===== src/rtl/addsub_accum_if.sv =====
// Sample stream in, block-result stream out, plus block control for addsub_accum.
// master drives samples/control and takes results; slave is the accumulator.
interface addsub_accum_if #(
    parameter int IN_W  = 8,
    parameter int ACC_W = 16
);
    logic             in_valid;
    logic [IN_W-1:0]  in_data;
    logic             in_ready;
    logic [7:0]       cfg_len;
    logic             flush;
    logic             out_valid;
    logic             out_ready;
    logic [ACC_W-1:0] out_sum;
    logic [8:0]       out_count;
    logic             out_sat;

    modport master (
        output in_valid, in_data, cfg_len, flush, out_ready,
        input  in_ready, out_valid, out_sum, out_count, out_sat
    );

    modport slave (
        input  in_valid, in_data, cfg_len, flush, out_ready,
        output in_ready, out_valid, out_sum, out_count, out_sat
    );
endinterface


===== src/rtl/addsub_accum.sv =====
// Saturating signed block accumulator over the add/sub result stream; result registered 1 cycle after the closing beat/flush.
// Backpressure: in_ready drops while a block result waits in HOLD and returns the cycle after the out handshake.
module addsub_accum #(
    parameter int IN_W  = 8,
    parameter int ACC_W = 16
) (
    input  logic          clk,
    input  logic          reset,
    addsub_accum_if.slave bus
);
    typedef enum logic {
        ACCUM = 1'b0,
        HOLD  = 1'b1
    } state_t;

    localparam logic [ACC_W-1:0] ACC_MAX = {1'b0, {(ACC_W-1){1'b1}}};
    localparam logic [ACC_W-1:0] ACC_MIN = {1'b1, {(ACC_W-1){1'b0}}};

    state_t           state;
    state_t           state_nxt;

    logic [ACC_W-1:0] acc;
    logic [8:0]       count;
    logic [8:0]       len_q;
    logic             sat;

    logic             out_valid_q;
    logic [ACC_W-1:0] out_sum_q;
    logic [8:0]       out_count_q;
    logic             out_sat_q;

    logic             in_ready;
    logic             beat;
    logic             close;
    logic [8:0]       cfg_len_eff;
    logic [8:0]       blk_len;
    logic [8:0]       count_inc;
    logic [ACC_W:0]   sum_wide;
    logic             ovf;
    logic [ACC_W-1:0] sum_sat;
    logic [ACC_W-1:0] acc_post;
    logic [8:0]       count_post;
    logic             sat_post;

    assign beat        = bus.in_valid && in_ready;
    assign cfg_len_eff = (bus.cfg_len == 8'd0) ? 9'd256 : {1'b0, bus.cfg_len};
    // The first beat of a block uses the live cfg_len; later beats use the latched copy.
    assign blk_len     = (count == 9'd0) ? cfg_len_eff : len_q;
    assign count_inc   = count + 9'd1;

    // One guard bit is enough: a single IN_W sample can overshoot the range by less than 2^(ACC_W-1).
    assign sum_wide = {acc[ACC_W-1], acc}
                    + {{(ACC_W+1-IN_W){bus.in_data[IN_W-1]}}, bus.in_data};
    assign ovf      = sum_wide[ACC_W] != sum_wide[ACC_W-1];

    always_comb begin
        sum_sat = sum_wide[ACC_W-1:0];
        if (ovf) begin
            sum_sat = sum_wide[ACC_W] ? ACC_MIN : ACC_MAX;
        end
    end

    assign acc_post   = beat ? sum_sat : acc;
    assign count_post = beat ? count_inc : count;
    assign sat_post   = sat | (beat & ovf);

    assign close = (state == ACCUM)
                && ((beat && (count_inc == blk_len))
                    || (bus.flush && ((count != 9'd0) || beat)));

    always_ff @(posedge clk) begin
        if (reset) begin
            state <= ACCUM;
        end else begin
            state <= state_nxt;
        end
    end

    always_comb begin
        state_nxt = state;
        case (state)
            ACCUM: if (close)         state_nxt = HOLD;
            HOLD:  if (bus.out_ready) state_nxt = ACCUM;
        endcase
    end

    always_comb begin
        in_ready = (state == ACCUM) && !reset;
    end

    always_ff @(posedge clk) begin
        if (reset) begin
            acc         <= '0;
            count       <= '0;
            len_q       <= '0;
            sat         <= 1'b0;
            out_valid_q <= 1'b0;
            out_sum_q   <= '0;
            out_count_q <= '0;
            out_sat_q   <= 1'b0;
        end else begin
            case (state)
                ACCUM: begin
                    if (beat) begin
                        acc   <= sum_sat;
                        count <= count_inc;
                        sat   <= sat_post;
                        if (count == 9'd0) begin
                            len_q <= cfg_len_eff;
                        end
                    end
                    if (close) begin
                        out_valid_q <= 1'b1;
                        out_sum_q   <= acc_post;
                        out_count_q <= count_post;
                        out_sat_q   <= sat_post;
                    end
                end
                HOLD: begin
                    if (bus.out_ready) begin
                        out_valid_q <= 1'b0;
                        acc         <= '0;
                        count       <= '0;
                        sat         <= 1'b0;
                    end
                end
            endcase
        end
    end

    assign bus.in_ready  = in_ready;
    assign bus.out_valid = out_valid_q;
    assign bus.out_sum   = out_sum_q;
    assign bus.out_count = out_count_q;
    assign bus.out_sat   = out_sat_q;

`ifndef SYNTHESIS
    out_hold_stable: assert property (@(posedge clk) disable iff (reset)
        (out_valid_q && !bus.out_ready) |=>
            (out_valid_q && $stable(out_sum_q) && $stable(out_count_q) && $stable(out_sat_q)));
`endif
endmodule


===== src/flat_wrapper.sv =====
// flat-port wrapper written by rule: the top's interface ports become plain ports
module addsub_accum_flat 
#(
    parameter int IN_W  = 8,
    parameter int ACC_W = 16
)
  (clk, reset, bus_in_valid, bus_in_data, bus_cfg_len, bus_flush, bus_out_ready, bus_in_ready, bus_out_valid, bus_out_sum, bus_out_count, bus_out_sat);
  addsub_accum_if #(.IN_W(IN_W), .ACC_W(ACC_W)) bus_i ();
  input  logic clk;
  input  logic reset;
  input wire logic [$bits(bus_i.in_valid)-1:0] bus_in_valid;
  input wire logic [$bits(bus_i.in_data)-1:0] bus_in_data;
  input wire logic [$bits(bus_i.cfg_len)-1:0] bus_cfg_len;
  input wire logic [$bits(bus_i.flush)-1:0] bus_flush;
  input wire logic [$bits(bus_i.out_ready)-1:0] bus_out_ready;
  output wire logic [$bits(bus_i.in_ready)-1:0] bus_in_ready;
  output wire logic [$bits(bus_i.out_valid)-1:0] bus_out_valid;
  output wire logic [$bits(bus_i.out_sum)-1:0] bus_out_sum;
  output wire logic [$bits(bus_i.out_count)-1:0] bus_out_count;
  output wire logic [$bits(bus_i.out_sat)-1:0] bus_out_sat;
  assign bus_i.in_valid = bus_in_valid;
  assign bus_i.in_data = bus_in_data;
  assign bus_i.cfg_len = bus_cfg_len;
  assign bus_i.flush = bus_flush;
  assign bus_i.out_ready = bus_out_ready;
  assign bus_in_ready = bus_i.in_ready;
  assign bus_out_valid = bus_i.out_valid;
  assign bus_out_sum = bus_i.out_sum;
  assign bus_out_count = bus_i.out_count;
  assign bus_out_sat = bus_i.out_sat;
  addsub_accum #(.IN_W(IN_W), .ACC_W(ACC_W)) u_core (.clk(clk), .reset(reset), .bus(bus_i));
endmodule

===== config.mk =====
export PLATFORM = sky130hd
export DESIGN_NAME = addsub_accum_flat
export DESIGN_NICKNAME = d
export VERILOG_FILES = /design/src/rtl/addsub_accum_if.sv /design/src/rtl/addsub_accum.sv /design/src/flat_wrapper.sv
export SDC_FILE = /design/constraint.sdc
export NUM_CORES = 1
export LEC_CHECK = 0
export ABC_AREA = 1
export BUFFER_PORTS_ARGS = -buffer_cell sky130_fd_sc_hd__buf_2
export CAP_MARGIN = 20
export CELL_PAD_IN_SITES_DETAIL_PLACEMENT = 1
export CELL_PAD_IN_SITES_GLOBAL_PLACEMENT = 1
export CORE_UTILIZATION = 41
export CTS_CLUSTER_SIZE = 28
export DETAILED_ROUTE_END_ITERATION = 7
export PLACE_DENSITY_LB_ADDON = 0.1
export SLEW_MARGIN = 20
export SYNTH_ARGS = -nofsm -noshare
export SYNTH_HDL_FRONTEND = slang
export SYNTH_SLANG_ARGS = --single-unit

===== constraint.sdc =====
create_clock -name clk -period 3.1 [get_ports clk]
set_input_delay 0.465 -clock clk [delete_from_list [all_inputs] [get_ports clk]]
set_output_delay 0.465 -clock clk [all_outputs]
set_load 0.02 [all_outputs]

==> results of run 1 <==
==> cells by family (layout without fill, tap and decap cells) <==
kind of cell,after synthesis,count (layout),synth area share [%]
buffers and inverters,103,153,10.4
AOI/OAI and AO/OA,77,77,9.90
DFF,63,63,31.2
adders and majority gates,19,19,6.06
and+or+nand+nor,387,387,39.9
xor gates and xnor gates,12,12,2.60
==> area by class of cell <==
class,count,area share (%)
multi-input combinational,495,51.6
timing repair buffer,55,6.38
tap,129,3.51
clock buffer,12,3.16
inverter,82,6.70
sequential,63,27.5
clock inverter,4,1.20
==> per-layer routing <==
layer	vias to the layer above	part of all wire (%)	global-route usage, %
met5	-	0	0
met4	0	1.0	8.14
met3	10	6.3	3.93
met2	99	42	37.1
met1	1980	51	38.4
li1	2171	-	-
==> power by group through the flow <==
stage / Sequential (W) / Clock, W / Combinational, W
2_1_floorplan: 0.000979 / 0 / 0.000501
3_3_place_gp: 0.000956 / 0 / 0.000709
3_5_place_dp: 0.000958 / 0 / 0.000734
4_1_cts: 0.000941 / 0.000753 / 0.000741
5_1_grt: 0.000949 / 0.000778 / 0.000840
6_report: 0.000941 / 0.000742 / 0.000739
==> cells in the final DEF, fill, tap and decap left out, types with 3 or more instances in the layout <==
master | synthesis | routed
sky130_fd_sc_hd__buf_2 | 3 | 48
sky130_fd_sc_hd__buf_4 | 0 | 7
sky130_fd_sc_hd__nand3_1 | 68 | 68
sky130_fd_sc_hd__a21oi_1 | 33 | 33
sky130_fd_sc_hd__xor2_1 | 10 | 10
sky130_fd_sc_hd__o22ai_1 | 5 | 5
sky130_fd_sc_hd__nor3_1 | 4 | 4
sky130_fd_sc_hd__nand2_1 | 233 | 233
sky130_fd_sc_hd__clkbuf_8 | 0 | 10
sky130_fd_sc_hd__inv_2 | 7 | 7
sky130_fd_sc_hd__nor2_1 | 63 | 63
sky130_fd_sc_hd__or2_2 | 3 | 3
sky130_fd_sc_hd__nand3b_1 | 3 | 3
sky130_fd_sc_hd__o21ai_0 | 33 | 33
sky130_fd_sc_hd__dfxtp_1 | 63 | 63
sky130_fd_sc_hd__inv_1 | 73 | 73
sky130_fd_sc_hd__ha_1 | 18 | 18
==> registers in the layout, indices dropped and copies added, names as in the netlist <==
register,count
u_core.bus.out_count,9
u_core.bus.out_valid,1
u_core.len_q,9
u_core.bus.out_sat,1
u_core.state,1
u_core.acc,16
u_core.sat,1
u_core.count,9
u_core.bus.out_sum,16
==> worst paths after layout <==
check                                                        from                              endpoint  slack (ps)
worst max-delay path                 u_core.count[0]$_SDFFE_PP0P_    u_core.bus.out_sum[9]$_SDFFE_PP0P_         400
worst min-delay path                                        reset  u_core.bus.out_count[8]$_SDFFE_PP0P_         440
worst max register to register       u_core.count[0]$_SDFFE_PP0P_    u_core.bus.out_sum[9]$_SDFFE_PP0P_         400
worst min register to register  u_core.bus.out_valid$_SDFFE_PP0P_     u_core.bus.out_valid$_SDFFE_PP0P_         460
==> critical path: stages (launching register included) <==
cell,delay [ps]
sky130_fd_sc_hd__dfxtp_1,430
sky130_fd_sc_hd__inv_1,100
sky130_fd_sc_hd__ha_1,210
sky130_fd_sc_hd__nand2_1,110
sky130_fd_sc_hd__nor2_4,70
sky130_fd_sc_hd__nand2_2,240
sky130_fd_sc_hd__nand2_1,110
sky130_fd_sc_hd__nand2_1,90
sky130_fd_sc_hd__nand2_1,60
sky130_fd_sc_hd__nand2_1,50
sky130_fd_sc_hd__nand2_1,50
sky130_fd_sc_hd__nor2_1,160
sky130_fd_sc_hd__nand3_2,110
sky130_fd_sc_hd__nand2_4,190
sky130_fd_sc_hd__nand2_4,280
sky130_fd_sc_hd__nand2_1,170
sky130_fd_sc_hd__nand2_1,70
sky130_fd_sc_hd__nor2_1,90
==> timing repair <==
action | in CTS | in global routing
setup endpoints to repair | 0 | 24
hold buffers | 0 | 0
gates resized for setup | 0 | 1
hold endpoints to repair | 0 | 0
==> metrics by stage <==
stage	utilization (%)	instance area, um2	total power (W)	instances
2_1_floorplan	-	4050	0.00148	661
3_3_place_gp	46.6	4390	0.00167	824
3_5_place_dp	46.6	4390	0.00169	824
4_1_cts	48.7	4590	0.00244	840
5_1_grt	48.8	4590	0.00257	840
6_report	48.8	4590	0.00242	840
==> run summary, run 1 <==
Antenna Diode Count: 0
final period demand of the worst path: 2700 ps
placer congestion estimate: 0.891
netlist area before placement: 4050 um2
switching power summed over all nets: 0.000901 W
number of instances in the synthesized netlist: 661
post-detailed-route wirelength per cell: 14.8 um
final number of hold-violating endpoints: 0
Boundary Pins: 49
antenna viol nets, final: 0
Setup TNS: 0 ps
required time at the endpoint of the critical path: 3390 ps
post-synthesis net count: 701
cell depth of the worst flop-to-flop path: 17
worst setup timing slack at the placement stage: 211 ps
library cell used as clock root buffer: sky130_fd_sc_hd__clkbuf_8
final layout net count: 746
type of the tightest min-delay check: in2reg
area of the multi-input gates: 2370 um2
vias in the first global route: 4101
number of buffers added on ports: 48
Period Utilization, post-route: 87.0%
die outline width: 101 um
largest cells by area after synthesis: sky130_fd_sc_hd__dfxtp_1 (31%), sky130_fd_sc_hd__nand2_1 (22%), sky130_fd_sc_hd__nand3_1 (8.4%)
final HPWL from detailed placement: 9530 um
y dimension of the die: 101 um
post-synth cell types: 32
H-tree Lvls: 3
Yosys top cell by area: sky130_fd_sc_hd__dfxtp_1
WHS Path Cells: 2
via count: 4260
FILL cells: 1348
register area share after synthesis: 31.2%
Worst Hold Slack: 441 ps
Post-synth EDFFs: 0
fraction of power consumed by the clock network: 30.6%
share of final-layout standard cells stronger than drive strength 1: 12.4%
cell with the most instances after synthesis: sky130_fd_sc_hd__nand2_1
DR vias/cell: 5.07
largest fanout of any net on the critical path: 38
starting density of the core: 43.0%
Post-route DRC: 0
footprint of the flip-flops and latches: 1260 um2
Core ar.: 9420 um2
switching power share of the total: 37.2%
status: complete, no violations
Crit Path Category: reg2reg
wire length of the first global-routing pass: 20400 um
Power Density: 527 nW/um2
post-layout worst setup margin: 404 ps
total number of yosys warnings: 0
drt initial violations: 145
dominant register cell in the synthesized netlist: sky130_fd_sc_hd__dfxtp_1
clk_skew: 16.9 ps
number of CTS-inserted buffers: 9
floorplan die area: 10300 um2
wirelength, routed: 12400 um
Row Count: 35
type of element capturing the critical path: flip-flop
FF+latch count, synth: 63
mean instance size in the synthesized netlist: 6.12 um2
Worst VDD drop: 0.298 mV
post-CTS setup-driven buffer insertion count: 0
most numerous cell types in the synthesized netlist: sky130_fd_sc_hd__nand2_1 (233), sky130_fd_sc_hd__inv_1 (73), sky130_fd_sc_hd__nand3_1 (68), sky130_fd_sc_hd__dfxtp_1 (63), sky130_fd_sc_hd__nor2_1 (63)
number of optimization iterations in the first detailed-route pass: 5
number of pins with negative max-slew slack in the final report: 0
fraction of post-synthesis cell area in the top cell type by area: 31.2%
clock latency on the worst-skew pair: 350 ps
slew at the pin closest to its max-slew limit: 501 ps
Fmax: 371 MHz
final setup violation count: 0
Critical Path Start Type: flip-flop
largest net degree at the start of global routing: 39
initial antenna violation count: 0
unrepaired setup endpoints after global routing: false
number of violations of the max-capacitance limit: 0
sequential power share: 38.8%
WP data arrival: 2980 ps
Leak Pwr: 2.46 nW
Clock Sinks: 63
area growth from synthesis to final layout: 13.5%
CTS tree: built
number of buffers on the longest clock path: 2
total global routing track utilization: 25.6%
combinational cell fraction of total power: 30.5%
overflow left after global routing: 0
share of flip-flops with an asynchronous set or reset after synthesis: 0%
clock transition at the register clock pins on the worst setup and hold paths after CTS: 80 ps
Pint: 0.00152 W
Slew HR: 66.5%
Note: power is estimated with default switching activity, not from simulation.
==> run 2: changes to the inputs <==
--- a/config.mk
+++ b/config.mk
@@ -14,4 +14,5 @@
 export CTS_CLUSTER_SIZE = 28
 export DETAILED_ROUTE_END_ITERATION = 7
+export MAX_ROUTING_LAYER = met4
 export PLACE_DENSITY_LB_ADDON = 0.1
 export SLEW_MARGIN = 20
==> constraint.sdc (replaced) <==
create_clock -name clk -period 3.1 [get_ports clk]
set_input_delay 0.155 -clock clk [delete_from_list [all_inputs] [get_ports clk]]
set_output_delay 0.155 -clock clk [all_outputs]
set_load 0.02 [all_outputs]
==> run summary, run 2 (synthesis results as in run 1) <==
number of violations of the max-capacitance limit: 0
Crit Path Category: reg2reg
H-tree Lvls: 3
clock latency on the worst-skew pair: 350 ps
total global routing track utilization: 26.7%
number of pins with negative max-slew slack in the final report: 0
final layout net count: 745
Leak Pwr: 2.48 nW
number of buffers added on ports: 48
required time at the endpoint of the critical path: 3390 ps
critical path, cell by cell: ha_1 -> fa_1 -> nand2_1 -> nand2_1 -> nand3_1 -> nand2_1 -> nand2_1 -> nand2_1 -> nand2_1 -> nand2_1 -> a21oi_1 -> o21ai_0 -> nand2_1 -> nor2_1 -> nor2_1
overflow left after global routing: 0
slew at the pin closest to its max-slew limit: 877 ps
number of CTS-inserted buffers: 9
final number of hold-violating endpoints: 0
Power Density: 561 nW/um2
post-detailed-route wirelength per cell: 14.8 um
final period demand of the worst path: 2710 ps
largest net degree at the start of global routing: 39
wirelength, routed: 12400 um
CTS tree: built
area growth from synthesis to final layout: 14.6%
starting density of the core: 43.0%
unrepaired setup endpoints after global routing: false
Row Count: 35
Critical Path Start Type: flip-flop
initial antenna violation count: 0
y dimension of the die: 101 um
critical path's most frequent cell: sky130_fd_sc_hd__nand2_1
drt initial violations: 163
final HPWL from detailed placement: 9470 um
type of the tightest min-delay check: in2reg
final setup violation count: 0
post-layout total power: 0.00260 W
WP data arrival: 2990 ps
antenna viol nets, final: 0
most frequent cells in the layout: sky130_fd_sc_hd__nand2_1 (233), sky130_fd_sc_hd__inv_1 (73), sky130_fd_sc_hd__nand3_1 (68)
Fmax: 370 MHz
Setup TNS: 0 ps
wire length of the first global-routing pass: 20600 um
library cell used as clock root buffer: sky130_fd_sc_hd__clkbuf_8
stage delay of the slowest cell on the critical path: 390 ps
Period Utilization, post-route: 87.3%
status: complete, no violations
family of cells with the greatest summed delay on the critical path: simple AND/OR/NAND/NOR gates
clk_skew: 16.0 ps
Crit-path slowest cell: sky130_fd_sc_hd__fa_1
number of buffers on the longest clock path: 2
Post-route DRC: 0
post-cts hold buffer count: 0
Worst VDD drop: 0.266 mV
most common cell after layout, fill and taps aside: sky130_fd_sc_hd__nand2_1
Core ar.: 9420 um2
share of final-layout standard cells stronger than drive strength 1: 12.5%
Slew HR: 41.2%
placer congestion estimate: 0.843
largest fanout of any net on the critical path: 7
DR vias/cell: 5.06
clock transition at the register clock pins on the worst setup and hold paths after CTS: 80 ps
floorplan die area: 10300 um2
Clock Sinks: 63
via count: 4244
number of optimization iterations in the first detailed-route pass: 4
number of buffers and inverters on the critical path: 0
die outline width: 101 um
Antenna Diode Count: 0
vias in the first global route: 4235
Boundary Pins: 49
type of element capturing the critical path: flip-flop
run 2: changes by cell type in the layout (fill, tap and decap cells not counted):
cell / delta
sky130_fd_sc_hd__buf_4: -1
sky130_fd_sc_hd__clkbuf_1: -2
sky130_fd_sc_hd__inv_6: +1
sky130_fd_sc_hd__bufinv_16: +2
sky130_fd_sc_hd__clkinv_4: -1
run 2: path summary, 6_finish.rpt:
| path | startpoint | slack (ps) | cells after the start | to |
|---|---|---|---|---|
| max | u_core.acc[0]$_SDFFE_PP0P_ | 390 | 15 | u_core.bus.out_sum[10]$_SDFFE_PP0P_ |
| min reg2reg | u_core.bus.out_valid$_SDFFE_PP0P_ | 460 | 2 | u_core.bus.out_valid$_SDFFE_PP0P_ |
| min | reset | 140 | 2 | u_core.bus.out_count[4]$_SDFFE_PP0P_ |
| max reg2reg | u_core.acc[0]$_SDFFE_PP0P_ | 390 | 15 | u_core.bus.out_sum[10]$_SDFFE_PP0P_ |
run 2: final cells by class:
| type | count | area, um2 |
|---|---|---|
| fill | 1356 | 4780 |
| inverter | 82 | 308 |
| sequential | 63 | 1260 |
| multi-input combinational | 495 | 2370 |
| clock buffer | 10 | 138 |
| tap | 129 | 161 |
| clock inverter | 6 | 115 |
| timing repair buffer | 54 | 285 |
run 2: timing repair:
action / 4_1_cts / 5_1_grt
setup buffers: 0 / 0
endpoints found under the setup margin: 0 / 8
resized for setup: 0 / 1
run 2: routing by layer:
metal	part of all wire (%)	routed length, um	track usage, %	up-vias
met5	0	0	-	-
met4	0.69	85	6.13	0
met3	2.9	354	3.04	10
met2	44	5390	40.5	70
met1	53	6560	37.9	1995
li1	-	-	-	2169
run 2: metrics by stage:
step	cells	instance area (um2)	utilization, %	setup slack, ps	hold WS (ps)
floorplan	661	4050	-	865	366
global placement	823	4380	46.5	493	440
detailed placement	823	4380	46.5	346	448
CTS	839	4630	49.2	290	139
global route	839	4640	49.2	128	161
finish	839	4640	49.2	394	145
run 2: power breakdown:
| group | leakage, nW | total, W | switching (W) | internal (W) |
|---|---|---|---|---|
| registers | 0.515 | 0.000937 | 0.0000528 | 0.000884 |
| clock network | 0.123 | 0.000921 | 0.000361 | 0.000560 |
| logic | 1.84 | 0.000741 | 0.000503 | 0.000238 |
| total | 2.48 | 0.00260 | 0.000916 | 0.00168 |
run 2: worst register-to-register path, cell delays in order (launching register included):
cell and delay [ps]:
sky130_fd_sc_hd__dfxtp_1 340, sky130_fd_sc_hd__ha_1 210, sky130_fd_sc_hd__fa_1 390, sky130_fd_sc_hd__nand2_1 100, sky130_fd_sc_hd__nand2_1 100, sky130_fd_sc_hd__nand3_1 100
sky130_fd_sc_hd__nand2_1 110, sky130_fd_sc_hd__nand2_1 130, sky130_fd_sc_hd__nand2_1 80, sky130_fd_sc_hd__nand2_1 70, sky130_fd_sc_hd__nand2_1 80, sky130_fd_sc_hd__a21oi_1 380
sky130_fd_sc_hd__o21ai_0 230, sky130_fd_sc_hd__nand2_1 140, sky130_fd_sc_hd__nor2_1 50, sky130_fd_sc_hd__nor2_1 110
